===== src/rtl/tff_bank_pkg.sv =====
// tff_bank shared definitions: channel modes, default parameters
// and the counter width helper.
package tff_bank_pkg;

  typedef enum logic {
    MODE_FOLLOW = 1'b0,
    MODE_TOGGLE = 1'b1
  } mode_e;

  localparam int unsigned DEF_CHANNELS    = 5;
  localparam int unsigned DEF_STABLE_CNT  = 4;
  localparam int unsigned DEF_SYNC_STAGES = 2;
  localparam int unsigned DEF_LONG_CNT    = 16;

  // Bits needed to hold 0..v-1, never less than one.
  function automatic int unsigned clog2(input int unsigned v);
    int unsigned r;
    r = 0;
    for (int unsigned i = 0; i < 32; i++) begin
      if ((64'd1 << i) < 64'(v)) r = i + 1;
    end
    return (r == 0) ? 1 : r;
  endfunction

endpackage


===== src/rtl/tff_bank_ch.sv =====
// One debounced toggle/follow channel: synchroniser, stable-count
// filter, rising-edge pulse, LED register; hold clear if TFF_BANK_LONGPRESS_EN.
module tff_bank_ch
  import tff_bank_pkg::*;
#(
  parameter mode_e       MODE        = MODE_TOGGLE,
  parameter int unsigned STABLE_CNT  = DEF_STABLE_CNT,
  parameter int unsigned SYNC_STAGES = DEF_SYNC_STAGES
`ifdef TFF_BANK_LONGPRESS_EN
  ,
  parameter int unsigned LONG_CNT    = DEF_LONG_CNT
`endif
) (
  input  logic clk_out,
  input  logic rst,
  input  logic btn,
  output logic led,
  output logic press,
  output logic long_press
);

  localparam int unsigned CW = clog2(STABLE_CNT + 1);
  localparam logic [CW-1:0] CNT_LAST = CW'(STABLE_CNT - 1);

  logic [SYNC_STAGES-1:0] sync_q;
  logic                   sync;
  logic                   db;
  logic                   db_d;
  logic [CW-1:0]          cnt;
  logic                   rise;
  logic                   clr;
  logic                   led_nxt;

  always_ff @(posedge clk_out or posedge rst) begin
    if (rst) sync_q <= '0;
    else     sync_q <= {sync_q[SYNC_STAGES-2:0], btn};
  end

  assign sync = sync_q[SYNC_STAGES-1];

  // A level must differ from db for STABLE_CNT straight cycles;
  // any agreement in between restarts the count.
  always_ff @(posedge clk_out or posedge rst) begin
    if (rst) begin
      db  <= 1'b0;
      cnt <= '0;
    end else if (sync == db) begin
      cnt <= '0;
    end else if (cnt == CNT_LAST) begin
      db  <= sync;
      cnt <= '0;
    end else begin
      cnt <= cnt + 1'b1;
    end
  end

  assign rise = db & ~db_d;

  always_comb begin
    led_nxt = led;
    if (MODE == MODE_TOGGLE) begin
      if (rise) led_nxt = ~led;
    end else begin
      led_nxt = db;
    end
    if (clr) led_nxt = 1'b0;
  end

  always_ff @(posedge clk_out or posedge rst) begin
    if (rst) begin
      db_d  <= 1'b0;
      press <= 1'b0;
      led   <= 1'b0;
    end else begin
      db_d  <= db;
      press <= rise;
      led   <= led_nxt;
    end
  end

`ifdef TFF_BANK_LONGPRESS_EN
  localparam int unsigned HW = clog2(LONG_CNT + 1);
  localparam logic [HW-1:0] HOLD_LAST = HW'(LONG_CNT - 1);
  localparam logic [HW-1:0] HOLD_MAX  = HW'(LONG_CNT);

  logic [HW-1:0] hold;

  // Saturates at LONG_CNT so a continued hold clears only once.
  always_ff @(posedge clk_out or posedge rst) begin
    if (rst)                   hold <= '0;
    else if (!db)              hold <= '0;
    else if (hold != HOLD_MAX) hold <= hold + 1'b1;
  end

  assign clr = db && (hold == HOLD_LAST);

  always_ff @(posedge clk_out or posedge rst) begin
    if (rst) long_press <= 1'b0;
    else     long_press <= clr;
  end
`else
  assign clr        = 1'b0;
  assign long_press = 1'b0;
`endif

endmodule


===== src/rtl/tff_bank.sv =====
// Bank of CHANNELS debounced toggle/follow channels driving LEDs.
// Long-press clear is built only with TFF_BANK_LONGPRESS_EN.
module tff_bank
  import tff_bank_pkg::*;
#(
  parameter int unsigned         CHANNELS    = DEF_CHANNELS,
  parameter int unsigned         STABLE_CNT  = DEF_STABLE_CNT,
  parameter int unsigned         SYNC_STAGES = DEF_SYNC_STAGES,
  parameter logic [CHANNELS-1:0] TOGGLE_MASK = '1,
  parameter int unsigned         LONG_CNT    = DEF_LONG_CNT
) (
  input  logic                clk_out,
  input  logic                rst,
  input  logic [CHANNELS-1:0] btn,
  output logic [CHANNELS-1:0] led,
  output logic [CHANNELS-1:0] press,
  output logic [CHANNELS-1:0] long_press
);

  if (CHANNELS < 1 || CHANNELS > 16 || STABLE_CNT < 1 ||
      SYNC_STAGES < 2 || LONG_CNT < 1) begin : g_bad_cfg
    $error("tff_bank: parameter out of range");
  end

  for (genvar i = 0; i < CHANNELS; i++) begin : g_ch
    tff_bank_ch #(
      .MODE        (mode_e'(TOGGLE_MASK[i])),
      .STABLE_CNT  (STABLE_CNT),
      .SYNC_STAGES (SYNC_STAGES)
`ifdef TFF_BANK_LONGPRESS_EN
      ,
      .LONG_CNT    (LONG_CNT)
`endif
    ) u_ch (
      .clk_out    (clk_out),
      .rst        (rst),
      .btn        (btn[i]),
      .led        (led[i]),
      .press      (press[i]),
      .long_press (long_press[i])
    );
  end

endmodule


===== config.mk =====
export PLATFORM = sky130hd
export DESIGN_NAME = tff_bank
export DESIGN_NICKNAME = d
export VERILOG_FILES = /design/src/rtl/tff_bank_pkg.sv /design/src/rtl/tff_bank_ch.sv /design/src/rtl/tff_bank.sv
export SDC_FILE = /design/constraint.sdc
export NUM_CORES = 1
export LEC_CHECK = 0
export BUFFER_PORTS_ARGS = -buffer_cell sky130_fd_sc_hd__buf_2
export CAP_MARGIN = 30
export CELL_PAD_IN_SITES_DETAIL_PLACEMENT = 1
export CELL_PAD_IN_SITES_GLOBAL_PLACEMENT = 1
export CORE_ASPECT_RATIO = 1.4
export CORE_MARGIN = 2
export CORE_UTILIZATION = 50
export DETAILED_ROUTE_END_ITERATION = 12
export PLACE_DENSITY = 0.82
export SLEW_MARGIN = 20
export SYNTH_ARGS = -nofsm -noshare
export SYNTH_HDL_FRONTEND = slang
export SYNTH_SLANG_ARGS = --single-unit

===== constraint.sdc =====
create_clock -name clk_out -period 2.1 [get_ports clk_out]
set_input_delay 0.21 -clock clk_out [delete_from_list [all_inputs] [get_ports clk_out]]
set_output_delay 0.21 -clock clk_out [all_outputs]
set_load 0.01 [all_outputs]

==> impl_metrics.json, run 1 <==
{
  "clk_path_buf_depth": 2,
  "yosys_register_bits": 45,
  "grt_max_degree": 46,
  "reg2reg_depth": 3,
  "yosys.area.top_type": "dfrtp_1",
  "crit_path_start_kind": "flip-flop",
  "synth.avg_cell_area_um2": 15.5,
  "wl_per_cell_um": 15.2,
  "synth_warnings": 0,
  "nNetsFinal": 133,
  "criticalPathCategory": "reg -> reg",
  "initial_core_util": 0.527,
  "pre_cts_ws_ns": 0.916,
  "cts.sinks": 45,
  "critPathArrivalTime_ns": 1.37,
  "dp_hpwl_um": 1600,
  "dieWidth_um": 52.7,
  "outcome": "completed",
  "track_usage": 0.143,
  "coreArea_um2": 3150,
  "cap_viol_max_count": 0,
  "p_leak_uw": 0.000883,
  "synth-edff-count": 0,
  "dieHeight_um": 72.2,
  "fin_tns_setup_ns": 0,
  "slew_violations": 0,
  "worstReg2RegEnd": "g_ch[0].u_ch.db",
  "grt_pass1_vias": 794,
  "synth_async_sr_flop_share": 1.00,
  "syn_area_um2": 1660,
  "ir_drop_mv": 0.737,
  "yosysTopAreaCellShare": 0.677,
  "antennaDiodeCount": 0,
  "drtPass1Iterations": 4,
  "rsz0062_at_grt": "false",
  "numCtsBuffers": 5,
  "seq_area_frac_synth": 0.677,
  "cts_setup_buffers": 0,
  "whs_path_depth": 1,
  "endpoint_kind": "flip-flop",
  "cts.clk_slew.worst_paths_ns": 0.08,
  "grt_pass1_wl_um": 3820,
  "yosys-top-cells-area": "dfrtp_1 (68%), buf_4 (6.8%), nor2b_4 (4.1%)",
  "place_congestion": 0.695,
  "worstHoldStart": "btn[1]",
  "antenna_found_initial": 0,
  "htree_levels": 2,
  "yosys-top-cells-count": "dfrtp_1 (45), buf_4 (15), nor3b_1 (7)",
  "rows": 24,
  "total_power_uw": 2450,
  "yosysUniqueCellTypes": 15,
  "drive_above_1_share": 0.298,
  "num_io_pins": 22,
  "fin_skew_ns": 0.00547,
  "max_clock_freq_mhz": 833,
  "min_period_ns": 1.20,
  "drt_iter0_markers": 14,
  "worstPathMaxFanout": 3,
  "wirelength_um": 2440,
  "syn_inst": 107,
  "floorplan.die_area_um2": 3810,
  "critical_path_required_ns": 2.27,
  "clk_latency_ns": 0.29,
  "vias": 764,
  "cts_tree": "done",
  "areaGrowthSynthToFinish_pct": 9.33,
  "fin_ws_ns": 0.900,
  "setup_viol": 0,
  "ff2ff_setup_slack_ns": 0.90,
  "port_buffers": 16,
  "route.detailed.drc": 0,
  "yosys_most_used_dff": "dfrtp_1",
  "p_per_area_nw_per_um2": 1350,
  "hold_path_end": "g_ch[1].u_ch.sync_q[0]",
  "timing_hold_violations_final": 0,
  "rr_startpoint": "g_ch[0].u_ch.cnt[0]",
  "cts_root_buf": "clkbuf_8",
  "worst_hold_path_type": "in -> reg",
  "avgViaCountPerCell": 4.78,
  "grt-ovfl-total": 0,
  "finalCritPeriodShare": 0.572,
  "detail-route-antenna-nets": 0,
  "synth.most_common_cell": "dfrtp_1"
}
-- cell type report --
| cell class | instances | area (µm²) |
|---|---|---|
| multi-input combinational | 50 | 435 |
| clock buffer | 7 | 86.3 |
| timing repair buffer | 18 | 118 |
| inverter | 1 | 3.75 |
| sequential | 45 | 1130 |
| tap | 39 | 48.8 |
| fill | 302 | 1340 |
-- critical path, stage by stage (launching register included) --
cell and delay, ns:
dfrtp_1 0.37, ha_1 0.19, nor2b_4 0.19, mux2_2 0.34
-- power breakdown --
part           leakage (µW)  internal (µW)  switching [µW]
Combinational      0.000281            327             297
Clock             0.0000443            261             268
Sequential         0.000559           1150             153
Total              0.000883           1740             718
-- layout by cell type, fill, tap and decap left out, drive strengths merged --
| master | Yosys | layout |
|---|---|---|
| dlygate4sd3 | 0 | 1 |
| nor3 | 5 | 5 |
| nor2b | 7 | 7 |
| clkbuf | 0 | 7 |
| mux2 | 5 | 5 |
| xor2 | 5 | 5 |
| xnor2 | 5 | 5 |
| and2b | 5 | 5 |
| conb | 1 | 5 |
| buf | 15 | 17 |
| nor3b | 8 | 8 |
| dfrtp | 45 | 45 |
| inv | 1 | 1 |
| ha | 5 | 5 |
-- sequential cells by signal (all words and copies together), names as in the netlist --
signal	cells
g_ch.u_ch.sync_q	10
g_ch.u_ch.db_d	5
g_ch.u_ch.led	5
g_ch.u_ch.db	5
g_ch.u_ch.cnt	15
g_ch.u_ch.press	5
-- cell families (layout without fill, tap and decap cells) --
group | Yosys count | count (layout) | synth area share
multiplexers | 5 | 5 | 0.0339
AND/OR/NAND/NOR | 25 | 25 | 0.126
buffers and inverters | 16 | 26 | 0.0700
flip-flops | 45 | 45 | 0.677
XOR/XNOR | 10 | 10 | 0.0527
adder cells (fa/ha/maj) | 5 | 5 | 0.0376
other | 1 | 5 | 0.00226
-- routing by layer --
metal,vias up,part of all wire,track usage
met5,-,0,0
met4,0,0.028,0.0684
met1,387,0.39,0.166
met2,16,0.55,0.231
li1,355,-,-
met3,6,0.036,0.0556
-- worst max-delay path by stage --
| stage | startpoint | endpoint | slack (ns) | cells after the start |
|---|---|---|---|---|
| final | g_ch[0].u_ch.cnt[0] | g_ch[0].u_ch.db | 0.90 | 3 |
| after detailed placement | g_ch[0].u_ch.cnt[0] | g_ch[0].u_ch.db | 0.92 | 3 |
| after global placement | g_ch[1].u_ch.cnt[0] | g_ch[1].u_ch.db | 0.99 | 3 |
| after floorplan | rst | g_ch[0].u_ch.cnt[0] | 0.83 | 1 |
| after global routing | g_ch[4].u_ch.cnt[0] | g_ch[4].u_ch.db | 0.84 | 3 |
| after CTS | g_ch[0].u_ch.cnt[0] | g_ch[0].u_ch.db | 0.90 | 3 |
-- metrics by stage --
step           utilization  cells  area (µm²)  hold slack, ns
3_3_place_gp         0.537    151        1690           0.318
5_1_grt              0.577    160        1820         0.00714
2_1_floorplan            -    111        1680           0.241
4_1_cts              0.565    158        1780          0.0123
3_5_place_dp         0.537    151        1690           0.320
6_report             0.577    160        1820          0.0206
-- timing repair --
| item | CTS | global route |
|---|---|---|
| gates resized for setup | 0 | 0 |
| hold buffers | 0 | 1 |
| endpoints found under the hold margin | 0 | 19 |
No activity file was read; power rests on OpenSTA's default activity.
==> run 2: changes to the inputs <==
ABC_AREA = 1   (was not set)
CORE_UTILIZATION = 39   (was 50)
PLACE_DENSITY = 0.74   (was 0.82)
clock period = 1.1 ns   (was 2.1 ns; I/O delays follow)
==> run 2 against run 1 <==
Effect of this change: sequential power rose by 91%; combinational power grew 110%; core utilization shrank 13 points; global-route usage down 2.1 points; synthesized cell count up 79%; power increased by 94%; sequential cell count stayed put; critical path depth rose by 1; cell area up 12%; area after synthesis is 8.7% higher; final cell count grew 71%; non-clock buffer count is 5 higher.
==> impl_metrics.json, run 2 <==
{
  "outcome": "completed",
  "p_leak_uw": 0.00110,
  "synth_top_family_by_area": "simple AND/OR/NAND/NOR gates",
  "coreArea_um2": 4500,
  "timing_hold_violations_final": 0,
  "dieHeight_um": 84.5,
  "placed_cell_area_um2": 1890,
  "port_buffers": 16,
  "cts-resized-gates": 0,
  "synth-edff-count": 0,
  "detail-route-antenna-nets": 0,
  "crit_slowest_cell": "dfrtp_1",
  "largest_register": "g_ch.u_ch.cnt",
  "fin_tns_setup_ns": 0,
  "wl_per_cell_um": 9.45,
  "final_area_um2": 2030,
  "endpoint_kind": "flip-flop",
  "fin_skew_ns": 0.00438,
  "yosysUniqueCellTypes": 11,
  "crit_path_start_kind": "flip-flop",
  "p_per_area_nw_per_um2": 2340,
  "wirelength_um": 2590,
  "criticalPathCategory": "reg -> reg",
  "critical_path.most_common_cell": "nand2_1",
  "final_common_cell": "nand2_1",
  "syn_area_um2": 1810,
  "yosys-top-cells-area": "dfrtp_1 (62%), nand2_1 (12%), inv_1 (6.9%)",
  "yosysTopAreaCellShare": 0.623,
  "synth_async_sr_flop_share": 1.00,
  "ctsHoldBuffers": 6,
  "drive_above_1_share": 0.175,
  "pwr-share-clk": 0.198,
  "cpPeakStageDelay_ns": 0.38,
  "switching_share": 0.336,
  "cts_setup_buffers": 0,
  "critPathBufInv": 0,
  "grt_max_degree": 46,
  "critical_path_required_ns": 1.32,
  "worstPathMaxFanout": 3,
  "rows": 29,
  "netSwitchingPower_uw": 1600,
  "num-fill-cells": 554,
  "yosys.area_share.simple": 0.199,
  "antenna_found_initial": 0,
  "drtPass1Iterations": 3,
  "synth_fa_ha_area_frac": 0.0346,
  "synth_mux_area_frac": 0,
  "syn_inst": 192,
  "cts_root_buf": "clkbuf_8",
  "grt-ovfl-total": 0,
  "critPathArrivalTime_ns": 1.18,
  "cap_viol_max_count": 0,
  "numCtsBuffers": 5,
  "synth.most_common_cell": "nand2_1",
  "finalCritPeriodShare": 0.869,
  "seq_area_frac_synth": 0.623,
  "nNetsFinal": 223,
  "clk_path_buf_depth": 2,
  "largest_register_ffs": 15,
  "rsz0062_at_grt": "false",
  "cts_tree": "done",
  "grt_pass1_wl_um": 4730,
  "ir_drop_mv": 1.05,
  "synth_compound_gate_area_share": 0,
  "reg_top3": "g_ch.u_ch.cnt (15), g_ch.u_ch.sync_q (10)",
  "p_int_uw": 3160,
  "initial_core_util": 0.402,
  "min_period_ns": 0.956,
  "antennaDiodeCount": 0,
  "track_usage": 0.122,
  "clk_latency_ns": 0.28,
  "seq_power_share": 0.522,
  "synth_warnings": 0,
  "cts.clk_slew.worst_paths_ns": 0.08,
  "p_comb_frac": 0.280,
  "worst_hold_path_type": "reg -> reg",
  "drt_iter0_markers": 32,
  "yosys_register_bits": 45,
  "place_congestion": 0.717,
  "crit_family": "flip-flops",
  "slew_violations": 0,
  "yosys-top-cells-count": "nand2_1 (59), dfrtp_1 (45), inv_1 (33)",
  "grt_pass1_vias": 1176,
  "avgViaCountPerCell": 4.23,
  "cts.sinks": 45,
  "floorplan.die_area_um2": 5200,
  "yosys.area.top_type": "dfrtp_1",
  "vias": 1159,
  "synth.avg_cell_area_um2": 9.41,
  "dieWidth_um": 61.5,
  "max_clock_freq_mhz": 1050,
  "dp_hpwl_um": 1910,
  "num_io_pins": 22,
  "htree_levels": 2,
  "areaGrowthSynthToFinish_pct": 12.4,
  "route.detailed.drc": 0,
  "synth_xor_area_frac": 0,
  "setup_viol": 0,
  "final_cell_mix": "nand2_1 (59), dfrtp_1 (45), inv_1 (32)",
  "yosys_most_used_dff": "dfrtp_1",
  "cp_cell_sequence": "ha_1, nand2_1, nand2_1, nor2_1"
}
-- run 2: changes by cell type after synthesis, moves of 7 or more --
cell     change
nand2_1     +59
nor2_1      +15
inv_1       +32
nor3b_1      -7
-- run 2: metal layers --
metal  part of all wire  up-vias  global-route usage
met4             0.0077        0              0.0406
met5                  0        -                   0
met1               0.39      568               0.135
li1                   -      572                   -
met2               0.57       17               0.209
met3              0.035        2              0.0462
-- run 2: metrics by stage --
step	setup slack [ns]	util	instances	power (µW)	hold WS, ns
3_3_place_gp	0.179	0.420	260	3790	0.182
4_1_cts	0.133	0.451	274	4880	0.355
6_report	0.144	0.451	274	4750	0.350
3_5_place_dp	0.152	0.420	260	3890	0.190
5_1_grt	0.0482	0.451	274	5240	0.360
2_1_floorplan	0.236	-	196	3660	0.121
-- run 2: path summary, 6_finish.rpt --
| check | from | depth (start not counted) | slack [ns] | endpoint |
|---|---|---|---|---|
| worst max-delay path | g_ch[0].u_ch.cnt[0] | 4 | 0.14 | g_ch[0].u_ch.cnt[0] |
| worst min register to register | g_ch[4].u_ch.sync_q[0] | 0 | 0.35 | g_ch[4].u_ch.sync_q[1] |
| max in group asynchronous | rst | 4 | 0.48 | g_ch[2].u_ch.press |
| worst max register to register | g_ch[0].u_ch.cnt[0] | 4 | 0.14 | g_ch[0].u_ch.cnt[0] |
| worst min-delay path | g_ch[4].u_ch.sync_q[0] | 0 | 0.35 | g_ch[4].u_ch.sync_q[1] |
| min in group asynchronous | rst | 4 | 0.42 | g_ch[0].u_ch.sync_q[0] |
-- run 2: power groups by stage --
| stage | Clock, µW | Combinational (µW) | Sequential [µW] |
|---|---|---|---|
| after floorplan | 0 | 1210 | 2450 |
| after global placement | 0 | 1280 | 2500 |
| after detailed placement | 0 | 1360 | 2530 |
| after CTS | 1000 | 1380 | 2500 |
| after global routing | 1080 | 1600 | 2560 |
| final | 941 | 1330 | 2480 |
-- run 2: worst reg2reg max path, delay by kind of cell (launching register included) --
kind | cells | cell delay, ns
AND/OR/NAND/NOR | 3 | 0.29
adder cells (fa/ha/maj) | 1 | 0.23
flip-flops | 1 | 0.38
-- run 2: cells by family (layout without fill, tap and decap cells) --
logic type	after synthesis	after routing
buffers and inverters	53	69
and+or+nand+nor	88	88
adders and majority gates	5	5
other	1	5
DFF	45	45
-- run 2: cell type report --
type | count | area (µm²) | share of cell area
Inverter | 38 | 146 | 0.0721
Clock buffer | 8 | 80.1 | 0.0394
Tap cell | 62 | 77.6 | 0.0382
Timing Repair Buffer | 23 | 160 | 0.0789
Sequential cell | 45 | 1130 | 0.555
Multi-Input combinational cell | 98 | 440 | 0.217
==> run 3: changes to the inputs <==
CORE_UTILIZATION = 43   (was 39)
PLACE_DENSITY = 0.77   (was 0.74)
clock period = 0.9 ns   (was 1.1 ns; I/O delays follow)
==> run 3 against run 2 <==
Effect of this change: the run now ends with design-rule violations, negative setup slack left; global-route usage rose by 5.2 points; power rose by 45%; first-iteration DRC count rose by 78%; sequential share of layout area fell by 5.2 points; via count rose by 5.4%; clock power rose by 42%; critical endpoint is now led[4]; largest power group unchanged.
==> impl_metrics.json, run 3 (synthesis results as in run 2) <==
{
  "outcome": "finished with violations",
  "violations": "design-rule violations, negative setup slack",
  "detail-route-antenna-nets": 0,
  "drt_iter0_markers": 57,
  "cts.sinks": 45,
  "cts_tree": "done",
  "critical_path_required_ns": 0.81,
  "track_usage": 0.174,
  "dp_hpwl_um": 2350,
  "crit_path_start_kind": "flip-flop",
  "worst_hold_slack_ns": 0.289,
  "met2_usage": 0.328,
  "grt_pass1_wl_um": 6000,
  "place_congestion": 0.741,
  "clk_latency_ns": 0.29,
  "fin_ws_ns": -0.0277,
  "fin_tns_setup_ns": -0.0320,
  "worstPathMaxFanout": 2,
  "seq_power_share": 0.454,
  "numCtsBuffers": 5,
  "areaGrowthSynthToFinish_pct": 24.2,
  "reg_top3": "g_ch.u_ch.cnt (15), g_ch.u_ch.sync_q (10)",
  "p_comb_frac": 0.351,
  "grt_pass1_vias": 1328,
  "wl_per_cell_um": 12.8,
  "final_cell_mix": "dfrtp_1 (44), nand2_1 (43), inv_1 (29)",
  "ir_drop_mv": 1.35,
  "finalCritPeriodShare": 1.03,
  "rr_startpoint": "g_ch[3].u_ch.cnt[0]",
  "cp_cell_sequence": "buf_2",
  "largest_register": "g_ch.u_ch.cnt",
  "busiest_layer": "met2",
  "htree_levels": 2,
  "crit_family": "flip-flops",
  "floorplan.die_area_um2": 4740,
  "drive_above_1_share": 0.359,
  "port_buffers": 16,
  "drtPass1Iterations": 7,
  "slew_violations": 0,
  "num_io_pins": 22,
  "dieWidth_um": 58.8,
  "cts.clk_slew.worst_paths_ns": 0.08,
  "cts_root_buf": "clkbuf_8",
  "met3_usage": 0.0483,
  "fin_skew_ns": 0.00316,
  "cpPeakStageDelay_ns": 0.40,
  "critical_path.startpoint": "g_ch[4].u_ch.led",
  "p_per_area_nw_per_um2": 3070,
  "max_clock_freq_mhz": 1080,
  "avgViaCountPerCell": 4.59,
  "worst_hold_path_type": "in -> async",
  "grt_max_degree": 37,
  "largest_register_ffs": 15,
  "netSwitchingPower_uw": 2390,
  "p_leak_uw": 0.00117,
  "criticalPathCategory": "reg -> out",
  "antennaDiodeCount": 0,
  "setup_viol": 4,
  "antenna_found_initial": 0,
  "endpoint_kind": "primary output",
  "clk_path_buf_depth": 2,
  "dp.cells": 241,
  "nNetsFinal": 234,
  "wirelength_um": 3420,
  "cap_viol_max_count": 0,
  "critPathBufInv": 1,
  "timing_hold_violations_final": 0,
  "p_int_uw": 4490,
  "crit_slowest_cell": "dfrtp_1",
  "critPathArrivalTime_ns": 0.84,
  "rows": 27,
  "coreArea_um2": 3990,
  "vias": 1222,
  "grt-ovfl-total": 0,
  "initial_core_util": 0.453,
  "dieHeight_um": 80.7,
  "min_period_ns": 0.928,
  "rsz0062_at_grt": "true",
  "route.detailed.drc": 1,
  "switching_share": 0.348,
  "grtUsageMet1": 0.175,
  "pwr-share-clk": 0.195,
  "final_common_cell": "dfrtp_1",
  "stdcell_count": 266
}
run 3: path summary, 6_finish.rpt:
| check | to | slack, ns | cells after the start |
|---|---|---|---|
| worst max register to register | g_ch[3].u_ch.cnt[0] | 0.02 | 4 |
| worst min-delay path | g_ch[3].u_ch.sync_q[0] | 0.29 | 3 |
| worst max-delay path | led[4] | -0.03 | 1 |
| min in group clk_out | g_ch[3].u_ch.sync_q[1] | 0.35 | 0 |
| max in group asynchronous | g_ch[0].u_ch.db | 0.16 | 4 |
| worst min register to register | g_ch[3].u_ch.sync_q[1] | 0.35 | 0 |
run 3: routing by layer:
layer / vias to the layer above / part of all wire
met5: - / 0
met4: 0 / 0.017
met3: 4 / 0.027
met2: 14 / 0.60
met1: 610 / 0.36
li1: 594 / -
run 3: area by class of cell:
cell class	instances	area, µm²
fill	438	1740
sequential	45	1130
multi-input combinational	98	573
timing repair buffer	34	243
inverter	38	146
clock buffer	7	96.3
tap	43	53.8
clock inverter	1	5.00
run 3: what timing repair did:
item,4_1_cts,5_1_grt
setup buffers,8,3
hold endpoints to repair,15,0
setup endpoints to repair,21,26
hold buffers,6,0
resized for setup,13,25
pin swaps,6,21
run 3: power groups by stage:
stage / combinational [µW] / clock [µW] / sequential, µW
floorplan: 1480 / 0 / 2990
global placement: 1520 / 0 / 3040
detailed placement: 1710 / 0 / 3120
CTS: 2120 / 1390 / 3090
global route: 2770 / 1470 / 3210
finish: 2420 / 1340 / 3130
run 3: stage by stage:
stage                util  setup WS [ns]  power [µW]  cell area, µm²
floorplan               -         0.0362        4470            1830
global placement    0.468       -0.00613        4560            1870
detailed placement  0.468        -0.0658        4830            1870
CTS                 0.538        -0.0419        6600            2140
global route        0.563        -0.0659        7450            2240
finish              0.563        -0.0277        6880            2240
